## config.mk

```make
export PLATFORM = sky130hd
export DESIGN_NAME = pe_cmd_sequencer
export DESIGN_NICKNAME = d
export VERILOG_FILES = /design/src/rtl/pe_cmd_pkg.sv /design/src/rtl/pe_cmd_fifo.sv /design/src/rtl/pe_cmd_sequencer.sv
export SDC_FILE = /design/constraint.sdc
export NUM_CORES = 1
export LEC_CHECK = 0
export CORE_UTILIZATION = 46
export CTS_CLUSTER_DIAMETER = 100
export DETAILED_ROUTE_END_ITERATION = 6
export PLACE_DENSITY = 0.65
export SLEW_MARGIN = 10
export SYNTH_ARGS = -nofsm -noshare
export SYNTH_HDL_FRONTEND = slang
export SYNTH_SLANG_ARGS = --single-unit
```

## constraint.sdc

```tcl
create_clock -name CLK -period 3.8 [get_ports CLK]
set_input_delay 0.76 -clock CLK [delete_from_list [all_inputs] [get_ports CLK]]
set_output_delay 0.76 -clock CLK [all_outputs]
set_load 0.01 [all_outputs]
```

## src/rtl/pe_cmd_pkg.sv

```systemverilog
// pe_cmd_pkg: shared PE command encodings and sequencer state type
package pe_cmd_pkg;
  typedef enum logic [3:0] {
    CMD_MAC         = 4'd0,
    CMD_SHIFT_UP    = 4'd1,
    CMD_SHIFT_DOWN  = 4'd2,
    CMD_SHIFT_LEFT  = 4'd3,
    CMD_SHIFT_RIGHT = 4'd4,
    CMD_OVR_A       = 4'd5,
    CMD_OVR_B       = 4'd6,
    CMD_OVR_S       = 4'd7,
    CMD_RESET       = 4'd8
  } pe_cmd_e;
  typedef enum logic [2:0] {IDLE, DROP, EXEC, RETIRE, ERR} seq_state_e;
endpackage

```

## src/rtl/pe_cmd_fifo.sv

```systemverilog
// pe_cmd_fifo: show-ahead synchronous instruction FIFO
// ports: CLK/RST clock and sync reset; push/din write; pop advances head; full/empty status
module pe_cmd_fifo #(
  parameter int WIDTH = 12,
  parameter int DEPTH = 8
) (
  input  logic             CLK,
  input  logic             RST,
  input  logic             push,
  input  logic             pop,
  input  logic [WIDTH-1:0] din,
  output logic [WIDTH-1:0] head,
  output logic             full,
  output logic             empty
);
  localparam int AW = $clog2(DEPTH);
  logic [WIDTH-1:0] mem [DEPTH];
  logic [AW:0] wr_ptr, rd_ptr;
  assign empty = wr_ptr == rd_ptr;
  assign full = (wr_ptr[AW] != rd_ptr[AW]) && (wr_ptr[AW-1:0] == rd_ptr[AW-1:0]);
  assign head = mem[rd_ptr[AW-1:0]];
  always_ff @(posedge CLK)
    if (push && !full) mem[wr_ptr[AW-1:0]] <= din;
  always_ff @(posedge CLK) begin
    if (RST) begin
      wr_ptr <= '0;
      rd_ptr <= '0;
    end else begin
      if (push && !full) wr_ptr <= wr_ptr + 1'b1;
      if (pop && !empty) rd_ptr <= rd_ptr + 1'b1;
    end
  end
endmodule

```

## src/rtl/pe_cmd_sequencer.sv

```systemverilog
// pe_cmd_sequencer: queues host instructions and runs the lock-step ack/ready handshake across a PE row
// ports: CLK/RST clock and sync reset; enable gates new instructions; instr_* host push;
//        pe_ready per-PE ready; cmd/ack broadcast; busy/instr_done/issue_count/timeout_err status
module pe_cmd_sequencer
  import pe_cmd_pkg::*;
#(
  parameter int NUM_PE        = 4,
  parameter int command_width = 4,
  parameter int DEPTH         = 8,
  parameter int REPEAT_WIDTH  = 8,
  parameter int TIMEOUT       = 64
) (
  input  logic                     CLK,
  input  logic                     RST,
  input  logic                     enable,
  input  logic                     instr_valid,
  output logic                     instr_ready,
  input  logic [command_width-1:0] instr_cmd,
  input  logic [REPEAT_WIDTH-1:0]  instr_repeat,
  input  logic [NUM_PE-1:0]        pe_ready,
  output logic [command_width-1:0] cmd,
  output logic                     ack,
  output logic                     busy,
  output logic                     instr_done,
  output logic [15:0]              issue_count,
  output logic                     timeout_err
);
  localparam int TW = $clog2(TIMEOUT);
  seq_state_e state, state_nxt;
  logic [command_width-1:0] cur_cmd;
  logic [REPEAT_WIDTH-1:0] cur_rem;
  logic [TW-1:0] timer;
  logic [command_width+REPEAT_WIDTH-1:0] head;
  logic full, empty, pop, all_rdy, none_rdy, timer_exp;
  assign instr_ready = !full;
  assign all_rdy = &pe_ready;
  assign none_rdy = ~|pe_ready;
  assign timer_exp = timer == TW'(TIMEOUT - 1);
  assign pop = (state == RETIRE) && (cur_rem == '0);
  pe_cmd_fifo #(.WIDTH(command_width + REPEAT_WIDTH), .DEPTH(DEPTH)) u_fifo (
    .CLK   (CLK),
    .RST   (RST),
    .push  (instr_valid),
    .pop   (pop),
    .din   ({instr_cmd, instr_repeat}),
    .head  (head),
    .full  (full),
    .empty (empty)
  );
  always_ff @(posedge CLK)
    state <= RST ? IDLE : state_nxt;
  // Partial pe_ready satisfies neither wait: DROP needs all clear, EXEC needs all set.
  always_comb
    state_nxt = state == IDLE   ? ((enable && !empty) ? DROP : IDLE)
              : state == DROP   ? (none_rdy ? EXEC : timer_exp ? ERR : DROP)
              : state == EXEC   ? (all_rdy ? RETIRE : timer_exp ? ERR : EXEC)
              : state == RETIRE ? ((cur_rem == '0) ? IDLE : DROP)
              : ERR;
  always_comb begin
    ack = state != EXEC;
    busy = state inside {DROP, EXEC, RETIRE};
    instr_done = pop;
    timeout_err = state == ERR;
    cmd = cur_cmd;
  end
  // cur_cmd only loads on IDLE->DROP, so cmd cannot move while a PE is executing.
  always_ff @(posedge CLK) begin
    if (RST) begin
      cur_cmd <= '0;
      cur_rem <= '0;
      timer <= '0;
      issue_count <= '0;
    end else begin
      if (state == IDLE && state_nxt == DROP) {cur_cmd, cur_rem} <= head;
      if (state == RETIRE && cur_rem != '0) cur_rem <= cur_rem - 1'b1;
      if (state == RETIRE) issue_count <= issue_count + 16'd1;
      timer <= (state_nxt != state) ? '0 : timer + 1'b1;
    end
  end
endmodule
```

### Word level (Yosys, flattened, before mapping)

Memories as Yosys holds them, arrays and structs flattened. A register that Yosys moved wholly into a read port is not among the register bits.
Index checks and enable logic that the tools add are counted.

* register bits after elaboration: 45
* memory bits (writable): 96
* input bits: 20
* word-level logic and storage cells: 57
* memories kept: 1

* $add $sub $neg: 5
* eq/ne operators: 11
* multiplexer cells: 16
* reductions and logical operators: 17

Memories
* u_fifo.mem: depth 8, bits a word 12, read ports 1, clocked after Yosys merged registers in 1, wr ports 1, line pe_cmd_fifo.sv:17 `logic [WIDTH-1:0] mem [DEPTH];`

Operators by type and width (number)
* two-way mux 3 bit: 10
* adder 16 x 1 -> 16 bit (second input constant): 1
* two-way mux 8 bit: 2
* adder 4 x 1 -> 4 bit (second input constant): 2
* zero test 8 bit: 1
* nonzero test 8 bit: 1
* subtractor 8 x 1 -> 8 bit (second input constant): 1
* logical AND 1 bit: 7
* adder 6 x 1 -> 6 bit (second input constant): 1
* equality test 3 x 1 -> 1 bit (second input constant): 2
* equality test 3 x 2 -> 1 bit (second input constant): 2
* equality test 6 bit (second input constant): 1
* equality test 4 bit: 1
* two-way mux 1 bit: 4
* AND reduction 4 bit: 1
* OR reduction 4 bit: 1
* equality test 3 bit: 1
* equality test 3 bit (second input constant): 1
* zero test 3 bit: 1
* inequality test 3 x 2 -> 1 bit (second input constant): 1
* inequality test 3 bit: 1
* nonzero test 3 bit: 1
* zero test 1 bit: 2
* nonzero test 2 bit: 1
* 2 further kinds: 2

### Depth between registers and ports, before layout

* depth in word-level cells: 10
* mapped depth: 9
* depth with buffers taken out: 7

### By module

From an unflattened synthesis, not the netlist that was laid out.

* cells, all modules: 447
* area total of the unflattened synthesis: 6249.7 um^2

By module, submodules not included
* pe_cmd_fifo: times used 1, cells an instance 223, area an instance 4364.2 um^2, sequential area each 3103.0 um^2
* pe_cmd_sequencer: times used 1, cells an instance 224, area an instance 1885.6 um^2, sequential area each 740.7 um^2

### Worst setup path after synthesis

No wires, ideal clock.

* path kind: input-to-reg
* start: input port instr_valid
* end: memory u_fifo.mem[0][0] (enable)
* setup time: 0.396 ns
* data arrival time: 2.103 ns
* slack: 1.300 ns
* stages on the path: 3
* buffers on the path: 0
* cell sequence: o41ai_1 -> or2_2 -> nor3_1

* longest elaborated chain between the ends: 3

RTL lines
* start: declaration: line pe_cmd_sequencer.sv:16 `input logic instr_valid,`
* logical AND 1 bit: line pe_cmd_fifo.sv:23 `if (push && !full) mem[wr_ptr[AW-1:0]] <= din;`
* two-way mux 1 bit: line pe_cmd_fifo.sv:23
* two-way mux 1 bit (implied by the code): line pe_cmd_fifo.sv:23
* end: declaration: line pe_cmd_fifo.sv:17

Every way passes these cells.

### Worst setup path in the final report

* start: register cur_rem[2]
* end: output port instr_done

* longest elaborated chain between the ends: 2

RTL lines
* start: declaration: line pe_cmd_sequencer.sv:31 `logic [REPEAT_WIDTH-1:0] cur_rem;`
* start signal: assignment: line pe_cmd_sequencer.sv:75 `if (state == RETIRE && cur_rem != '0) cur_rem <= cur_rem - 1'b1;`
* zero test 8 bit: line pe_cmd_sequencer.sv:39 `assign pop = (state == RETIRE) && (cur_rem == '0);`
* logical AND 1 bit: line pe_cmd_sequencer.sv:39
* end: declaration: line pe_cmd_sequencer.sv:24 `output logic instr_done,`

Every way passes these cells.

==> results.yml <==
outcome:
  outcome: "finished clean"
synth:
  synth_cells: 416
  ys_ff_latch: 144
  yosys-top-cells-count: "96 x edfxtp_1, 51 x nor2_1, 48 x dfxtp_1"
  synth_largest_area_cell: "edfxtp_1"
  synth_cell_type_count: 55
  yosysWarnings: 0
  synth_top_area_share_pct: 48.4
  synthFlopType: "edfxtp_1"
  seq_area_frac_synth_pct: 64.5
  synth_nets: 442
  synth.avg_cell_area_um2: 14.3
  synth_most_common_cell: "edfxtp_1"
  synth_area_leaders: "edfxtp_1 48%, dfxtp_1 16%, mux4_2 9.1%"
  async_flop_share_pct: 0
  synth_area_um2: 5960
  synth_edf_count: 96
clock_tree:
  htree_num_levels: 4
  clock_path_buffers: 2
  cts_sinks: 144
  cts_tree: "done"
  ctsHoldBuffers: 0
  root_buffer: "clkbuf_16"
  cts_buffers: 17
  clk_pin_slew_ns: 0.06
  clock_latency_ns: 0.41
  postCtsSetupBuffers: 0
  cts-resized-gates: 0
worst_hold_path:
  whs_path_depth: 1
  hold_path_class: "reg2reg"
  worstHoldStart: "timer[0]$_SDFF_PP0_"
worst_setup_path:
  startpoint: "cur_rem[2]$_SDFFE_PP0P_"
  start_kind: "register"
  crit_cells: 3
  endpoint_kind: "primary output"
  cp.arrival_ns: 2.40
  reg2reg_depth: 5
  critPathTopFamily: "simple AND/OR/NAND/NOR gates"
  path_max_fanout: 7
  cp_slowest_cell: "clkdlybuf4s50_1"
  regToRegStartpoint: "u_fifo.wr_ptr[0]$_SDFFE_PP0P_"
  required_ns: 3.04
  cpPeakStageDelay_ns: 0.64
  crit_buf_inv: 1
  crit_path_cell_trace: "or3_1, nor4b_2, clkdlybuf4s50_1"
  critPathKind: "reg2out"
cells_and_area:
  fillCellCount: 1050
  seq_area_um2: 3840
  multi_input_area_um2: 1980
  design_area_um2: 7150
  drive_gt1_share_pct: 16.6
  area_growth_pct: 19.9
  utilization_pct: 56.6
  diodes: 0
  nets: 495
sta:
  rsz0062_at_grt: "false"
  finalSetupViolations: 0
  fmax_mhz: 317
  period_share_pct: 83.1
  worst_hold_slack_ns: 0.450
  post-route-min-period_ns: 3.16
  worst_pin_slew_ns: 0.964
  worst_clock_skew_ns: 0.00716
  relSlewSlack_pct: 34.9
  hold_violations: 0
  finalSetupTns_ns: 0
  maxSlewViolCount: 0
job:
  max-cap-violations: 0
pwr:
  p_sw_share_pct: 21.9
  p_per_area_nw_per_um2: 497
  power_switching_uw: 777
  power_mw: 3.55
  seq_power_share_pct: 49.1
  ir_drop_v: 0.000391
  intPower_mw: 2.77
  power.leakage_nw: 2.35
  power.share.combinational_pct: 5.8
  p_clk_share_pct: 45.1
route:
  first_iter_violations: 224
  via_per_inst: 5.32
  wire_per_inst_um: 17.2
  first_pass_iters: 5
  drc: 0
  ant_nets: 0
  drt-total-wl_mm: 11.2
  via_count: 3481
global_routing:
  grt_max_degree: 22
  antenna_found_initial: 0
  grtUsageTotal_pct: 18.7
  grt_pass1_vias: 3429
  grt_first_pass_wirelength_mm: 18.1
  grt_overflow: 0
placement:
  port_buffers: 44
  place_congestion: 0.757
  dpl-instance-area_um2: 6580
  detailed_place_hpwl_mm: 7.01
floorplan:
  dieWidth_um: 116
  initial_core_util_pct: 47.2
  core_area_um2: 12600
  die_h_um: 116
  rows: 41
  ios: 45
  dieArea_um2: 13400
layout by cell type, fill, tap and decap left out, drive strengths merged, types with 4 or more instances in the layout:
cell type and n:
a21oi 14, ha 6, nand3 16, a211oi 4, nand4 6, nor3 7
clkinv 4, dfxtp 48, mux2 6, clkdlybuf4s50 44, nor2 52, nand2b 4
o21ai 5, buf 12, mux2i 9, clkbuf 19, xnor2 12, and3 7
mux4 24, edfxtp 96, inv 8, nand2 16, a31oi 4, xor2 15
state kept, by name, indices dropped and copies added, names as in the netlist, named ones only:
name           count
cmd                4
cur_rem            8
u_fifo.rd_ptr      4
state              3
issue_count       16
u_fifo.wr_ptr      4
u_fifo.mem        96
timer              6
worst paths after layout:
kind	slack, ns	end
max	0.64	instr_done
min	0.45	timer[0]$_SDFF_PP0_
max reg2reg	1.43	u_fifo.mem[0][2]$_DFFE_PP_
min reg2reg	0.45	timer[0]$_SDFF_PP0_
stage by stage:
step           instances  worst slack (ns)
3_3_place_gp         622              1.11
5_1_grt              654             0.532
4_1_cts              654             0.640
3_5_place_dp         622              1.10
6_report             654             0.642
2_1_floorplan        416              1.30
power groups by stage:
stage | clock (mW) | sequential [mW] | combinational, mW
floorplan | 0 | 1.77 | 0.137
global placement | 0 | 1.77 | 0.200
detailed placement | 0 | 1.78 | 0.207
CTS | 1.64 | 1.74 | 0.209
global route | 1.70 | 1.75 | 0.227
finish | 1.60 | 1.74 | 0.206
cell type report:
class                      instances  share of cell area [%]
sequential                       144                    53.8
multi-input combinational        246                    27.6
timing repair buffer              56                    7.42
clock buffer                      19                    6.06
tap                              172                    3.01
clock inverter                    13                    1.89
inverter                           4                   0.210
per-layer routing:
metal  global-route usage, %  up-vias  wire length [um]
met3                    5.65        6               430
li1                        -     1683                 -
met5                       0        -                 0
met1                    25.1     1722              5220
met2                    29.0       70              5480
met4                    6.15        0                87
cells by family (layout without fill, tap and decap cells):
logic type / Yosys count / after routing / synth area share, %
compound gates: 38 / 38 / 4.41
xor+xnor: 27 / 27 / 3.97
fa+ha+maj: 6 / 6 / 1.26
buf+inv: 26 / 92 / 2.35
flops: 144 / 144 / 64.5
mux: 39 / 39 / 11.7
simple gates: 136 / 136 / 11.8
(Power assumes the default switching activity.)
